## src/rtl/reg_resp_fsm.sv

```systemverilog
// Register-access response framer: queues write-ack / read-response frames
// and streams each one to a byte-wide UART transmitter as status, address, data.
module reg_resp_fsm #(
  parameter int          FIFO_DEPTH  = 4,
  parameter logic [7:0]  CODE_WR_ACK = 8'h81,
  parameter logic [7:0]  CODE_RD_RSP = 8'h82
) (
  input  logic       clk,
  input  logic       rst_n,
  input  logic       wr_ack_i,
  input  logic       rd_valid_i,
  input  logic [7:0] addr_i,
  input  logic [7:0] rd_data_i,
  input  logic       clr_ovf_i,
  input  logic       tx_done_i,
  output logic       tx_start_o,
  output logic [7:0] tx_data_o,
  output logic       busy_o,
  output logic       full_o,
  output logic       ovf_o
);
  localparam int PW = $clog2(FIFO_DEPTH);
  localparam logic [PW-1:0] PTR_ONE = PW'(1);
  localparam logic [PW:0]   CNT_ONE = (PW+1)'(1);
  localparam logic [PW:0]   CNT_MAX = (PW+1)'(FIFO_DEPTH);

  typedef enum logic [1:0] {S_IDLE, S_STAT, S_ADDR, S_DATA} state_e;

  state_e      state_q;
  logic [23:0] mem_q [FIFO_DEPTH];
  logic [PW-1:0] wptr_q, rptr_q;
  logic [PW:0]   cnt_q;
  logic [7:0]  addr_q, data_q, tx_data_q;
  logic        tx_start_q, ovf_q;

  logic        push_req, pop, full, push_ok, ovf_set;
  logic [23:0] entry_d;

  assign push_req = wr_ack_i | rd_valid_i;
  assign full     = (cnt_q == CNT_MAX);
  // Popping only happens from idle, so a slot frees up in the same cycle.
  assign pop      = (state_q == S_IDLE) && (cnt_q != '0);
  assign push_ok  = push_req && (!full || pop);
  assign ovf_set  = (wr_ack_i && rd_valid_i) || (push_req && full && !pop);
  assign entry_d  = rd_valid_i ? {CODE_RD_RSP, addr_i, rd_data_i}
                               : {CODE_WR_ACK, addr_i, 8'h00};

  always_ff @(posedge clk) begin
    if (push_ok) mem_q[wptr_q] <= entry_d;
  end

  always_ff @(posedge clk or negedge rst_n) begin
    if (!rst_n) begin
      wptr_q <= '0;
      rptr_q <= '0;
      cnt_q  <= '0;
      ovf_q  <= 1'b0;
    end else begin
      if (push_ok) wptr_q <= wptr_q + PTR_ONE;
      if (pop)     rptr_q <= rptr_q + PTR_ONE;
      if (push_ok && !pop)      cnt_q <= cnt_q + CNT_ONE;
      else if (!push_ok && pop) cnt_q <= cnt_q - CNT_ONE;
      if (ovf_set)        ovf_q <= 1'b1;
      else if (clr_ovf_i) ovf_q <= 1'b0;
    end
  end

  // tx_done_i is ignored while tx_start_q is high: the byte was only just loaded.
  always_ff @(posedge clk or negedge rst_n) begin
    if (!rst_n) begin
      state_q    <= S_IDLE;
      tx_start_q <= 1'b0;
      tx_data_q  <= 8'h00;
      addr_q     <= 8'h00;
      data_q     <= 8'h00;
    end else begin
      tx_start_q <= 1'b0;
      case (state_q)
        S_IDLE: if (pop) begin
          {tx_data_q, addr_q, data_q} <= mem_q[rptr_q];
          tx_start_q <= 1'b1;
          state_q    <= S_STAT;
        end
        S_STAT: if (tx_done_i && !tx_start_q) begin
          tx_data_q  <= addr_q;
          tx_start_q <= 1'b1;
          state_q    <= S_ADDR;
        end
        S_ADDR: if (tx_done_i && !tx_start_q) begin
          tx_data_q  <= data_q;
          tx_start_q <= 1'b1;
          state_q    <= S_DATA;
        end
        S_DATA: if (tx_done_i && !tx_start_q) begin
          tx_data_q <= 8'h00;
          state_q   <= S_IDLE;
        end
        default: state_q <= S_IDLE;
      endcase
    end
  end

  assign tx_start_o = tx_start_q;
  assign tx_data_o  = tx_data_q;
  assign busy_o     = (state_q != S_IDLE) || (cnt_q != '0);
  assign full_o     = full;
  assign ovf_o      = ovf_q;
endmodule

```

## config.mk

```make
export PLATFORM = sky130hd
export DESIGN_NAME = reg_resp_fsm
export DESIGN_NICKNAME = d
export VERILOG_FILES = /design/src/rtl/reg_resp_fsm.sv
export SDC_FILE = /design/constraint.sdc
export NUM_CORES = 1
export LEC_CHECK = 0
export CELL_PAD_IN_SITES_DETAIL_PLACEMENT = 0
export CELL_PAD_IN_SITES_GLOBAL_PLACEMENT = 1
export CORE_UTILIZATION = 40
export DETAILED_ROUTE_END_ITERATION = 16
export PLACE_DENSITY_LB_ADDON = 0.12
export SYNTH_ARGS = -nofsm -noshare
export SYNTH_HDL_FRONTEND = slang
export SYNTH_SLANG_ARGS = --single-unit
```

## constraint.sdc

```tcl
create_clock -name clk -period 4.86 [get_ports clk]
set_input_delay 0.729 -clock clk [delete_from_list [all_inputs] [get_ports clk]]
set_output_delay 0.729 -clock clk [all_outputs]
set_load 0.1 [all_outputs]
```

---- After elaboration in Yosys (flattened, before gate mapping) ----
Memories as Yosys holds them, arrays and structs flattened.
Cells that the tools add are included.
storage, ports and cells
  bits in registers ....................... 35
  bits in writable memories ............... 72
  bits of input ports ..................... 22
  output and inout port bits .............. 12
  word-level logic and storage cells ...... 66
  memories kept ........................... 1
cells by class
  $add $sub $neg .......................... 4
  eq/ne operators ......................... 8
  multiplexer cells ....................... 20
  bitwise operators ....................... 1
  reduce and logical (&&, ||, !) cells .... 23
memories
  memory  words  bits a word  rd ports  clocked after memory_dff  wr ports  line  text
  mem_q   4      18           1         0                         1         30    logic [23:0] mem_q [FIFO_DEPTH];
operators with widths
  kind                 count
  $mux 8               4
  $pmux 8 s4           1
  $mux 18              1
  $logic_and 1x1->1    8
  $mux 2               4
  $ne 2x2->1 const B   4
  $pmux 2 s4           1
  $mux 1               6
  $mux 3               2
  $reduce_bool 2->1    3
  $add 2x1->2 const B  2
  $eq 2x2->1 const B   2
  $logic_not 1->1      4
  $reduce_and 4->1     1
  $add 3x1->3 const B  1
  $eq 3x3->1 const B   1
  $logic_or 1x1->1     3
  $reduce_bool 3->1    1
  $sub 3x1->3 const B  1
  $eq 2x1->1 const B   1
  $logic_not 2->1      1
  $pmux 1 s2           1
  $reduce_and 2->1     1
  $reduce_or 2->1      1
  $or 1x1->1           1

---- Depth between registers and ports, before layout ----
  word-level depth ........................ 8
  gate-level depth with buffers ........... 11
  depth with buffers taken out ............ 10

---- Least setup slack after synthesis ----
No wires, ideal clock.
  path type ............................... register -> output
  from .................................... register cnt_q[0]
  to ...................................... output full_o
  arrival time ............................ 2.663 ns
  required time ........................... 4.131 ns
  setup slack ............................. 1.468 ns
  stages on the path, launching flop included .. 2
  path buffers ............................ 0
  path through ............................ dfrtp_1 -> nor3b_1
between the ends
  word-level cells in the longest chain between the ends .. 1
ends and longest elaborated chain
  item                    line  text
  start, declared         32    logic [PW:0] cnt_q;
  start signal, assigned  61    if (push_ok && !pop) cnt_q <= cnt_q + CNT_ONE;
  start signal, assigned  62    else if (!push_ok && pop) cnt_q <= cnt_q - CNT_ONE;
  $eq 3x3->1              40    assign full = (cnt_q == CNT_MAX);
  end, declared           19    output logic full_o,
No other way between the ends.

---- Worst setup path after layout ----
  from .................................... register state_q[0]
  to ...................................... output busy_o
between the ends
  word-level cells in the longest chain between the ends .. 2
ends and longest elaborated chain
  item                    line  text
  start, declared         29    state_e state_q;
  start signal, assigned  71    state_q <= S_IDLE;
  start signal, assigned  82    state_q <= S_STAT;
  start signal, assigned  87    state_q <= S_ADDR;
  $reduce_bool 2->1       105   assign busy_o = (state_q != S_IDLE) || (cnt_q != '0);
  $logic_or 1x1->1        105
  end, declared           18    output logic busy_o,
No other way between the ends.

==> flow_summary_export.csv <==
group,metric,value,unit
outcome,status,"finished, final reports clean",
place,portBuffers,33,
sta,min_period,3470,ps
drt,vias,2053,
drt,wl_per_cell,18.8,um
logic_synthesis,synth_flop_cell,"edfxtp_1",
drt,route.detailed.drc,0,
worst_setup_path,worstSetupPathType,"flop to primary output",
finish,final_layout_size_suffix_gt1_frac,0.224,
sta,clock_skew,7.16,ps
worst_setup_path,rr_worst_depth,5,
cts,ctsRootBufferMaster,"clkbuf_8",
global_routing,grt_pass1_wl,12200,um
power,p_leak,1.79,nW
cts,clk_pin_slew,100,ps
cts,cts_hold_buf,0,
die,die_w,106,um
logic_synthesis,synth_nets,259,
logic_synthesis,async_flop_share,0.327,
worst_setup_path,worstPathRequired,4130,ps
global_routing,grt_max_degree,36,
cts,cts-buffers-inserted,9,
drt,final_antenna_net_count,0,
place,gp_congestion,0.634,
global_routing,overflow,0,
die,core,0.0104,sq mm
cts,clkSinkCount,107,
finish,fillCellCount,916,
worst_setup_path,cp.arrival,2750,ps
cts,cts_setup_buffers,0,
cts,cts_resized,0,
worst_setup_path,cp_max_fo,9,
finish,area_delta_synth_final,15.7,%
drt,wirelength,7590,um
logic_synthesis,synth_common_cells,"72 x edfxtp_1, 35 x dfrtp_1, 18 x mux2_2, 18 x mux4_2, 12 x and2_1",
worst_setup_path,cp-end-kind,"primary output",
sta,tightest_slew,1020,ps
die,start_util,0.415,
power,ir_worst_vdd,0.000362,V
die,ioPinCount,34,
global_routing,grt_pass1_vias,2159,
logic_synthesis,synth_top_area_frac,0.503,
place,post-dp-hpwl,4820,um
cts,cts_max_path_buffers,2,
logic_synthesis,ys_types,36,
finish,final_net_count,295,
logic_synthesis,ys_seq_elements,107,
logic_synthesis,synth_edf_count,72,
drt,dr.first_iter.drc_count,72,
sta,rsz0062_at_grt,"false",
logic_synthesis,synth_most_common_cell,"edfxtp_1",
worst_setup_path,regToRegSetupSlack,2280,ps
global_routing,gr-usage-all-layers,0.151,
logic_synthesis,syn_area,0.00430,sq mm
logic_synthesis,synth_area_leaders,"edfxtp_1 50%, dfrtp_1 20%, mux4_2 9.4%",
cts,cts.htree.levels,3,
logic_synthesis,synth_warnings,0,
drt,via_per_inst,5.08,
sta,drv_slew,0,
global_routing,antenna_found_initial,0,
sta,setup_viol,0,
logic_synthesis,synthCells,227,
sta,whs,471,ps
die,num_rows,37,
logic_synthesis,synth_area_leader_cell,"edfxtp_1",
die,die_y,106,um
worst_setup_path,start_kind,"flop",
sta,fmax,288,MHz
hold_path,min_path_type,"input pin to async pin",
cts,tritoncts,"yes",
drt,first_pass_iters,4,
job,drv_cap,0,
sta,hold_violations,0,
sta,period_share,0.715,
cts,clk_latency,370,ps
sta,setup_tns,0,ps
finish,num_antenna_cells,0,
logic_synthesis,ys_seq_area_frac,0.706,
die,die_area,0.0112,sq mm
sta,max_slew_margin,0.320,
logic_synthesis,syn_area_per_cell,18.9,sq um
power,powerDensity,693,mW/mm^2
-- worst paths after layout --
check,from,endpoint
hold / removal,rst_n,cnt_q[0]$_DFFE_PN0P_
min in group clk,tx_data_o[0]$_DFFE_PN0P_,tx_data_o[0]$_DFFE_PN0P_
max in group asynchronous,rst_n,addr_q[5]$_DFFE_PN0P_
setup / recovery,state_q[0]$_DFFE_PN0P_,busy_o
setup reg to reg,state_q[0]$_DFFE_PN0P_,mem_q[1][13]$_DFFE_PP_
hold reg to reg,tx_data_o[0]$_DFFE_PN0P_,tx_data_o[0]$_DFFE_PN0P_
-- cell usage in the layout, fill, tap and decap left out, drive strengths merged, types with 3 or more instances in the layout --
cell type,instances
nor2,3
a22oi,5
o21ai,3
o2bb2ai,7
inv,12
ha,9
mux2,19
dfrtp,35
and2,12
mux4,18
xnor2,4
clkdlybuf4s50,32
clkbuf,10
edfxtp,72
-- metrics by stage --
step / utilization / instances / cell area (sq um) / setup WS, ps / total power [mW]
detailed placement: 0.458 / 388 / 4750 / 1500 / 2.89
global placement: 0.458 / 388 / 4750 / 1560 / 2.87
finish: 0.480 / 404 / 4970 / 1390 / 3.45
CTS: 0.480 / 404 / 4970 / 1360 / 3.51
floorplan: - / 227 / 4300 / 1470 / 2.53
global route: 0.480 / 404 / 4970 / 1270 / 3.66
-- state kept, by name, indices dropped and copies added, names as in the netlist --
register and flops:
tx_start_o 1, tx_data_o 8, addr_q 8, rptr_q 2, ovf_o 1, data_q 8
mem_q 72, cnt_q 3, wptr_q 2, state_q 2
-- final cells by class --
type | count | area (sq um) | share of cell area
sequential | 107 | 3040 | 0.611
multi-input combinational | 103 | 1180 | 0.237
timing repair buffer | 34 | 333 | 0.0669
tap | 136 | 170 | 0.0342
clock buffer | 9 | 124 | 0.0249
clock inverter | 7 | 103 | 0.0206
inverter | 8 | 30.0 | 0.00604
-- power by group --
group	internal, mW	leakage, nW	switching, mW
registers	1.33	1.10	0.160
logic	0.564	0.576	0.781
clock network	0.299	0.117	0.313
total	2.19	1.79	1.25
-- worst max-delay path: stages, from the launching register on --
cell and delay [ps]:
dfrtp_1 410, inv_1 110, ha_1 330, or4b_4 530
clkdlybuf4s50_1 980
-- kinds of logic (layout without fill, tap and decap cells) --
| family | after synthesis | in the layout | share of synthesized area |
|---|---|---|---|
| adder cells (fa/ha/maj) | 10 | 10 | 0.0308 |
| AND/OR/NAND/NOR | 24 | 24 | 0.0370 |
| AO/OA/AOI/OAI | 26 | 26 | 0.0489 |
| XOR/XNOR | 6 | 6 | 0.0122 |
| flip-flops | 107 | 107 | 0.706 |
| multiplexers | 37 | 37 | 0.145 |
| buffers and inverters | 17 | 58 | 0.0198 |
-- routing by layer --
layer,vias to the layer above,global-route usage,routed length [um]
met5,-,0,0
met4,0,0.0387,74
met3,8,0.0476,265
met2,44,0.227,3510
met1,1046,0.213,3730
li1,955,-,-
Note: power is estimated with default switching activity, not from simulation.
